<file path="src/rtl/uart_rx_writer.sv">
// 8N1 UART receiver that writes each good byte to sequential addresses from 0; a 0x00 byte ends the string.
// Define UART_RX_PARITY_EN to expect a parity bit (even, or odd with PARITY_ODD=1) before the stop bit.
module uart_rx_writer #(
    parameter int CLKS_PER_BIT = 8,
    parameter int PARITY_ODD   = 0
) (
    input  logic       clk,
    input  logic       rst,
    input  logic       rx,
    output logic [7:0] address,
    output logic [7:0] data,
    output logic       wr,
    output logic       done,
    output logic       busy,
    output logic       frame_err,
    output logic       parity_err
);
    localparam int CNT_W = $clog2(CLKS_PER_BIT);
    localparam logic [CNT_W-1:0] CNT_HALF = CNT_W'(CLKS_PER_BIT / 2 - 1);
    localparam logic [CNT_W-1:0] CNT_LAST = CNT_W'(CLKS_PER_BIT - 1);

    typedef enum logic [2:0] {
        S_IDLE,
        S_START,
        S_DATA,
`ifdef UART_RX_PARITY_EN
        S_PARITY,
`endif
        S_STOP,
        S_BREAK
    } state_t;

    state_t           state_q, state_d;
    logic             rx_meta_q, rx_s_q;
    logic [CNT_W-1:0] cnt_q, cnt_d;
    logic [2:0]       bit_idx_q, bit_idx_d;
    logic [7:0]       shreg_q, shreg_d;
    logic [7:0]       address_q, address_d;
    logic [7:0]       data_q, data_d;
    logic             wr_q, wr_d;
    logic             done_q, done_d;
    logic             busy_q, busy_d;
    logic             frame_err_q, frame_err_d;
    logic             parity_err_q, parity_err_d;
    logic             par_bad_q, par_bad_d;

    always_ff @(posedge clk or posedge rst) begin
        if (rst) begin
            rx_meta_q    <= 1'b1;
            rx_s_q       <= 1'b1;
            state_q      <= S_IDLE;
            cnt_q        <= '0;
            bit_idx_q    <= '0;
            shreg_q      <= '0;
            address_q    <= '0;
            data_q       <= '0;
            wr_q         <= 1'b0;
            done_q       <= 1'b0;
            busy_q       <= 1'b0;
            frame_err_q  <= 1'b0;
            parity_err_q <= 1'b0;
            par_bad_q    <= 1'b0;
        end else begin
            rx_meta_q    <= rx;
            rx_s_q       <= rx_meta_q;
            state_q      <= state_d;
            cnt_q        <= cnt_d;
            bit_idx_q    <= bit_idx_d;
            shreg_q      <= shreg_d;
            address_q    <= address_d;
            data_q       <= data_d;
            wr_q         <= wr_d;
            done_q       <= done_d;
            busy_q       <= busy_d;
            frame_err_q  <= frame_err_d;
            parity_err_q <= parity_err_d;
            par_bad_q    <= par_bad_d;
        end
    end

    always_comb begin
        state_d      = state_q;
        cnt_d        = cnt_q + 1'b1;
        bit_idx_d    = bit_idx_q;
        shreg_d      = shreg_q;
        data_d       = data_q;
        wr_d         = 1'b0;
        done_d       = 1'b0;
        busy_d       = busy_q;
        frame_err_d  = 1'b0;
        parity_err_d = 1'b0;
        par_bad_d    = par_bad_q;
        address_d    = address_q;
        // Address advances the cycle after a write; the terminator rewinds it to 0.
        if (wr_q) begin
            address_d = done_q ? 8'd0 : address_q + 8'd1;
        end

        unique case (state_q)
            S_IDLE: begin
                cnt_d = '0;
                if (!rx_s_q) begin
                    state_d = S_START;
                    busy_d  = 1'b1;
                end
            end
            S_START: begin
                if (cnt_q == CNT_HALF) begin
                    cnt_d     = '0;
                    bit_idx_d = '0;
                    par_bad_d = 1'b0;
                    if (!rx_s_q) begin
                        state_d = S_DATA;
                    end else begin
                        state_d = S_IDLE;
                        busy_d  = 1'b0;
                    end
                end
            end
            S_DATA: begin
                if (cnt_q == CNT_LAST) begin
                    cnt_d     = '0;
                    shreg_d   = {rx_s_q, shreg_q[7:1]};
                    bit_idx_d = bit_idx_q + 3'd1;
                    if (bit_idx_q == 3'd7) begin
`ifdef UART_RX_PARITY_EN
                        state_d = S_PARITY;
`else
                        state_d = S_STOP;
`endif
                    end
                end
            end
`ifdef UART_RX_PARITY_EN
            S_PARITY: begin
                if (cnt_q == CNT_LAST) begin
                    cnt_d     = '0;
                    par_bad_d = ((^shreg_q) ^ rx_s_q) != PARITY_ODD[0];
                    state_d   = S_STOP;
                end
            end
`endif
            S_STOP: begin
                if (cnt_q == CNT_LAST) begin
                    cnt_d = '0;
                    if (rx_s_q) begin
                        state_d = S_IDLE;
                        busy_d  = 1'b0;
                        if (par_bad_q) begin
                            parity_err_d = 1'b1;
                        end else begin
                            wr_d   = 1'b1;
                            data_d = shreg_q;
                            done_d = (shreg_q == 8'h00);
                        end
                    end else begin
                        frame_err_d = 1'b1;
                        state_d     = S_BREAK;
                    end
                end
            end
            S_BREAK: begin
                // A held-low line must return high before another start bit is accepted.
                cnt_d = '0;
                if (rx_s_q) begin
                    state_d = S_IDLE;
                    busy_d  = 1'b0;
                end
            end
            default: begin
                state_d = S_IDLE;
                busy_d  = 1'b0;
            end
        endcase
    end

    assign address   = address_q;
    assign data      = data_q;
    assign wr        = wr_q;
    assign done      = done_q;
    assign busy      = busy_q;
    assign frame_err = frame_err_q;

`ifdef UART_RX_PARITY_EN
    assign parity_err = parity_err_q;
`else
    logic [1:0] unused_parity;
    assign parity_err    = 1'b0;
    assign unused_parity = {PARITY_ODD[0], parity_err_q};
`endif

endmodule

</file>
<file path="config.mk">
export PLATFORM = sky130hd
export DESIGN_NAME = uart_rx_writer
export DESIGN_NICKNAME = d
export VERILOG_FILES = /design/src/rtl/uart_rx_writer.sv
export SDC_FILE = /design/constraint.sdc
export NUM_CORES = 1
export LEC_CHECK = 0
export CAP_MARGIN = 5
export CORE_MARGIN = 1
export CORE_UTILIZATION = 35
export DETAILED_ROUTE_END_ITERATION = 8
export PLACE_DENSITY_LB_ADDON = 0.15
export SLEW_MARGIN = 20
export SYNTH_ARGS = -nofsm -noshare
export SYNTH_HDL_FRONTEND = slang
export SYNTH_SLANG_ARGS = --single-unit
</file>
<file path="constraint.sdc">
create_clock -name clk -period 3.6 [get_ports clk]
set_input_delay 0.72 -clock clk [delete_from_list [all_inputs] [get_ports clk]]
set_output_delay 0.72 -clock clk [all_outputs]
set_load 0.02 [all_outputs]
</file>
# Word-level counts from Yosys, hierarchy flattened
# Index checks and enable logic that the tools add are counted.
# W data, S select, Z words.
[classes] n_mux=30 n_addsub=3 eq_ne=13 bitwise=1 n_reduce_logical=10
[ops] cell="$mux W3" count=11
[ops] cell="$pmux W3 S5" count=1
[ops] cell="$mux W1" count=13
[ops] cell="$ne A2 B2 Y1 const B" count=6
[ops] cell="$eq A3 B2 Y1 const B" count=3
[ops] cell="$eq A3 B3 Y1 const B" count=3
[ops] cell="$pmux W3 S3" count=1
[ops] cell="$add A8 B1 Y8 const B" count=1
[ops] cell="$logic_not A8 Y1" count=1
[ops] cell="$mux W8" count=1
[ops] cell="$add A3 B1 Y3 const B" count=2
[ops] cell="$pmux W3 S2" count=1
[ops] cell="$reduce_and A3 Y1" count=2
[ops] cell="$reduce_and A6 Y1" count=1
[ops] cell="$pmux W1 S5" count=1
[ops] cell="$reduce_and A4 Y1" count=1
[ops] cell="$reduce_or A2 Y1" count=2
[ops] cell="$eq A3 B1 Y1 const B" count=1
[ops] cell="$logic_not A3 Y1" count=1
[ops] cell="$mux W2" count=1
[ops] cell="$reduce_and A2 Y1" count=1
[ops] cell="$reduce_bool A2 Y1" count=1
[ops] cell="$not A1 Y1" count=1
[totals] register_bits=39 inputBits=3 word_cells=69 out_inout_bits=21

# Logic depth before layout (Yosys ltp)
# Gate-level depths: netlist of the first run.
[logic_depth] ltp_word=4 depth_mapped=6

# Worst setup path before layout of the first run
# Ideal clock, no wire load.
[synth_path] path_kind="reg-to-reg" from="reg cnt_q[0]" to="reg data_q[0] (netlist: data[0])" required_time_ns=3.475 arrival_ns=1.385 slack_ns=2.090 period_less_slack_ns=1.510 stages_incl_launch_ff=5 n_path_buf=0 cell_sequence="dfrtp_1 > ha_1 > and3b_2 > nand4_4 > mux2_2"
[synth_via] elab_chain_len=2
[synth_rtl] element="start: declaration" line_no="35" source="logic [CNT_W-1:0] cnt_q, cnt_d;"
[synth_rtl] element="start signal: assignment" line_no="67" source="cnt_q <= cnt_d;"
[synth_rtl] element="$eq A3 B3 Y1" line_no="144" source="if (cnt_q == CNT_LAST) begin"
[synth_rtl] element="$reduce_and A3 Y1 (no line)"
[synth_rtl] element="end signal: assignment" line_no="71" source="data_q <= data_d;"
[synth_rtl] element="end: declaration" line_no="39" source="logic [7:0] data_q, data_d;"
# No other way between the ends.
# A chain may end at the register's enable or synchronous reset.

# Final worst setup path of the first run
[layout_path] from="reg done_q (netlist: done)" to="out done"
[layout_lines] element="start: declaration" line_no="41" source="logic done_q, done_d;"
[layout_lines] element="start signal: assignment" line_no="73" source="done_q <= done_d;"
[layout_lines] element="end: declaration" line_no="13" source="output logic done,"
# No word-level cell between the ends.

==> run metrics, run 1 <==
status complete, no violations; worst skew pair latency 290 ps; total grt overflow 0; Post-synth EDFFs 0; Total Neg Setup Slack 0 ps; Reg clk slew, reported paths roughly 80 ps; commonest non-fill, non-tap cell in the layout dfrtp_1; CP Class register to output pin; # rows 25; antenna-violating nets left 0; CTS Buffer Depth 2; synthesized area per cell approximately 12 sq um; largest net degree at the start of global routing 40; Slew Limit Fails 0; I/O Pins 24; footprint of the multi-input gates about 760 sq um; critical path peak fanout 9; post-layout min period 2170 ps; Worst Path Required around 2900 ps; DR pass1 iterations 4; cell family with most CP delay buffers and inverters; # DRC 0; Crit path largest cell delay 660 ps; GP Congestion 0.761; Max VDD drop 203 uV; post-cts hold buffer count 0; Sequential Area 978 sq um; Clock Tree Root clkbuf_8; synthesized area approximately 1800 sq um; H-tree depth 2; commonest non-fill, non-tap cells in the layout dfrtp_1, clkdlybuf4s50_1, mux2_2, nand2_1, inv_1; synth top area cells dfrtp_1, mux2_2, ha_1; antenna violations before repair 0; first-pass GRT wire length 5660 um; Final Cycle Share 0.602; CP cell instances clkdlybuf4s50_1; Syn. warnings 0; Hold Path Class register to register; CP Launch Type register; Fmax 0.461 GHz; Synth top area share 0.505; Initial Util 0.376; port buffer count 22; die height 74.4 um; RSZ-0062 raised after global routing no; initial DRC count 57; post_cts resized 0; layout cells sized above 1 0.173; Vias/cell between 5 and 6; Layout fillers around 480; area delta synth->final 19.6%; Yosys top cell by area dfrtp_1; Main synth FF type dfrtp_1; die area approximately 5500 sq um; vias in the first global route between 1k and 1.5k; DP HPWL 2270 um; via count 1,251; MaxCap Viol Count 0; wire length per cell between 10 and 15 um; CP Capture Type output pin; Final Hold Fails 0; Post-synth ARST share 1.00; Finish-stage setup viols 0; Mapped Cells around 160; CTS Buf Count 5; leakage 1.00 nW; GRT Total Usage 0.136; Nets around 190; Final Skew about 8.4 ps; clock sink total 39; die width 74.4 um; Post-CTS Setup Bufs 0; synthesized flop and latch total 39; Mapped Nets 164; CTS tree yes; final core utilization 0.449; core area slightly below 5000 sq um; Data arrival, critical path 1450 ps; Ant. Diodes 0; PwrDens 552 nW/um^2; CP max stage cell clkdlybuf4s50_1; crit path buf inv count 1; Total Routed Length ~3300 um; sequential fraction of the synthesis area 0.534; post-synth cell types 39
-- power by group --
part / internal [mW] / switching [mW] / total, mW / leakage [nW]
clock: 0.174 / 0.151 / 0.325 / 0.0505
combinational: 0.149 / 0.135 / 0.284 / 0.431
sequential: 0.499 / 0.102 / 0.601 / 0.520
total: 0.822 / 0.388 / 1.21 / 1.00
-- synthesized netlist by cell type (2+ instances only) --
master      n
nor2b_1     5
dfstp_2     2
o21ai_0     7
inv_1      10
o211a_1     2
o2bb2ai_1   3
nand2_1    12
a31oi_1     2
o31ai_1     2
or4_1       3
buf_2       3
buf_6       3
nand3_1     9
mux2_2     16
nand2b_1    3
ha_1        6
nor2_1      3
dfrtp_1    37
nor4_1      2
and3_1      2
mux2i_1     5
-- registers in the layout (all words and copies together) (netlist names), 3 cells and up --
name / count
address: 8
shreg_q: 8
state_q: 3
cnt_q: 3
data: 8
bit_idx_q: 3
-- cell families after synthesis --
group                    Yosys count  share of synthesized area
AO/OA/AOI/OAI                     22                     0.0846
XOR/XNOR                           1                    0.00478
adder cells (fa/ha/maj)            7                     0.0464
buffers and inverters             17                     0.0512
flip-flops                        39                      0.534
multiplexers                      21                      0.126
other                              1                    0.00205
AND/OR/NAND/NOR                   47                      0.152
-- per-layer routing --
| layer | up-vias | wire length (um) | share of wire | global-route usage |
|---|---|---|---|---|
| li1 | 593 | - | - | - |
| met1 | 618 | 1570 | 0.47 | 0.180 |
| met2 | 34 | 1530 | 0.46 | 0.208 |
| met3 | 6 | 187 | 0.056 | 0.0461 |
| met4 | 0 | 30 | 0.0090 | 0.0440 |
| met5 | - | 0 | 0 | 0 |
-- layout make-up --
cell class              instances  share of cell area
clock inverters                 1             0.00342
multi-input cells              99               0.347
clock buffers                   7              0.0439
well taps                      67              0.0382
flip-flops and latches         39               0.446
inverters                      10              0.0171
repair buffers                 23               0.104
-- stage by stage --
stage | instances | hold WS (ps) | setup slack [ps] | power [mW] | instance area (sq um)
after global placement | 238 | 346 | 1760 | 0.887 | 2090
after detailed placement | 238 | 348 | 1730 | 0.897 | 2090
final | 246 | 357 | 1430 | 1.21 | 2190
after floorplan | 155 | 345 | 1990 | 0.822 | 1830
after global routing | 246 | 367 | 1350 | 1.29 | 2190
after CTS | 246 | 359 | 1400 | 1.23 | 2190
-- final timing paths --
kind,startpoint,endpoint,slack [ps],cells after the start
worst min-delay path,rx_meta_q$_DFF_PP1_,rx_s_q$_DFF_PP1_,360,0
min in group asynchronous,rst,frame_err$_DFF_PP0_,840,3
max in group asynchronous,rst,rx_meta_q$_DFF_PP1_,2400,3
worst max-delay path,done$_DFF_PP0_,done,1430,1
worst min register to register,rx_meta_q$_DFF_PP1_,rx_s_q$_DFF_PP1_,360,0
worst max register to register,state_q[1]$_DFFE_PP0P_,shreg_q[2]$_DFFE_PP0P_,1780,3
Note: power is estimated with default switching activity, not from simulation.
==> run 2, diff against run 1 <==
==> constraint.sdc (replaced) <==
create_clock -name clk -period 2.1 [get_ports clk]
set_input_delay 0.42 -clock clk [delete_from_list [all_inputs] [get_ports clk]]
set_output_delay 0.42 -clock clk [all_outputs]
set_load 0.02 [all_outputs]
==> run 2 against run 1 <==
Combinational power up 88%. Global-route usage down 0.56 points. Power up 79%. Worst setup slack worse by 1200 ps. Sequential power up 65%. Critical path type unchanged. Largest power group unchanged. Register-to-register slack worse by 1400 ps. Highest routed layer unchanged. First-iteration DRC count up 16%. Count of clock-buffer cells in the layout down 1. Routed wire length down 3.4%. Critical endpoint unchanged.
==> run metrics, run 2 (synthesized netlist as in run 1, its figures left out) <==
status complete, no violations (unchanged); CTS Buffer Depth 2 (unchanged); Final Hold Fails 0 (unchanged); worst skew pair latency 290 ps (about the same); Ant. Diodes 0 (unchanged); via count 1,199 (was 1,251); Data arrival, critical path 1440 ps (was 1450 ps); I/O Pins 24 (unchanged); Fmax 0.537 GHz; Crit path largest cell delay 660 ps (about the same); Area after DPL 2100 sq um (was 2090 sq um); Vias/cell 4.85 (was 5.09); initial DRC count 66 (was 57); DR pass1 iterations 4 (unchanged); RSZ-0062 raised after global routing no (unchanged); Finish-stage setup viols 0 (unchanged); antenna violations before repair 0 (unchanged); # DRC 0 (unchanged); total grt overflow 0 (unchanged); CP cell instances clkdlybuf4s50_1 (unchanged); Final Cycle Share 0.887; clock sink total 39 (unchanged); Total Routed Length 3210 um (was 3320 um); Nets 188 (was 187); post-cts hold buffer count 0 (unchanged); Post-CTS Setup Bufs 0 (unchanged); commonest non-fill, non-tap cells in the layout dfrtp_1, clkdlybuf4s50_1, mux2_2, nand2_1, inv_1 (unchanged); critical path peak fanout 9 (unchanged); first-pass GRT wire length 5400 um (was 5660 um); vias in the first global route 1,184 (was 1,201); area delta synth->final 20.8% (was 19.6%); post-layout min period approximately 1900 ps; GP Congestion 0.789 (was 0.761); Max VDD drop 497 uV (was 203 uV); Worst Path Required 1680 ps (was 2880 ps); core area 4880 sq um (unchanged); die area 5530 sq um (unchanged); PwrDens 979 nW/um^2 (was 552 nW/um^2); die height 74.4 um (unchanged); Reg clk slew, reported paths 70 ps (was 80 ps); GRT Total Usage 0.130 (was 0.136); Hold Path Class register to register (unchanged); post_cts resized 0 (unchanged); port buffer count 22 (unchanged); DP HPWL 2180 um (was 2270 um); CTS Buf Count 5 (unchanged); H-tree depth 2 (unchanged); MaxCap Viol Count 0 (unchanged); CP Class register to output pin (unchanged); CTS tree yes (unchanged); post-route cell area 2210 sq um (was 2190 sq um); antenna-violating nets left 0 (unchanged); # rows 25 (unchanged); Slew Limit Fails 0 (unchanged); CP Capture Type output pin (unchanged); Final Skew 5.94 ps (was 8.42 ps); layout cells sized above 1 0.178 (was 0.173); crit path buf inv count 1 (unchanged); Initial Util 0.376 (unchanged); CP Launch Type register (unchanged); commonest non-fill, non-tap cell in the layout dfrtp_1 (unchanged); CP max stage cell clkdlybuf4s50_1 (unchanged); die width 74.4 um (unchanged); Clock Tree Root clkbuf_8 (unchanged); wire length per cell 13.0 um (was 13.5 um); cell family with most CP delay buffers and inverters (unchanged); Total Neg Setup Slack 0 ps (unchanged); largest net degree at the start of global routing 40 (unchanged); leakage 1.02 nW (was 1.00 nW)
[run 2: cell types whose count changed in the layout (fill, tap and decap cells not counted)]
cell        delta
buf_4          +1
bufinv_16      +1
clkbuf_8       -1
clkinv_2       +1
clkinvlp_4     -1
[run 2: metrics by stage]
step	std cells	hold slack (ps)	power, mW	utilization	setup slack, ps
2_1_floorplan	155	345	1.41	-	590
3_3_place_gp	239	348	1.53	0.429	403
3_5_place_dp	239	352	1.55	0.429	401
4_1_cts	247	362	2.20	0.454	205
5_1_grt	247	367	2.32	0.454	147
6_report	247	361	2.17	0.454	237
[run 2: report_power, final]
part           switching (mW)  total, mW  leakage [nW]  internal [mW]
registers               0.133      0.989         0.520          0.856
clock network           0.260      0.645        0.0612          0.384
logic                   0.266      0.533         0.436          0.267
[run 2: final timing paths]
check / startpoint / end / slack, ps / depth (start not counted)
worst max register to register: state_q[0]$_DFFE_PP0P_ / shreg_q[4]$_DFFE_PP0P_ / 350 / 3
max in group asynchronous: rst / rx_s_q$_DFF_PP1_ / 1190 / 3
min in group asynchronous: rst / frame_err$_DFF_PP0_ / 550 / 3
worst min register to register: rx_meta_q$_DFF_PP1_ / rx_s_q$_DFF_PP1_ / 360 / 0
worst min-delay path: rx_meta_q$_DFF_PP1_ / rx_s_q$_DFF_PP1_ / 360 / 0
worst max-delay path: done$_DFF_PP0_ / done / 240 / 1
[run 2: routing by layer]
metal / part of all wire / global-route usage / up-vias
met5: 0 / 0 / -
li1: - / - / 590
met1: 0.50 / 0.172 / 586
met4: 0.012 / 0.0545 / 0
met2: 0.45 / 0.197 / 19
met3: 0.035 / 0.0407 / 4
[run 2: cell type report]
cell class / instances / area (sq um)
fillers: 467 / 2670
flip-flops and latches: 39 / 978
multi-input cells: 99 / 761
repair buffers: 24 / 235
well taps: 67 / 83.8
clock buffers: 6 / 82.6
inverters: 10 / 37.5
clock inverters: 2 / 35.0
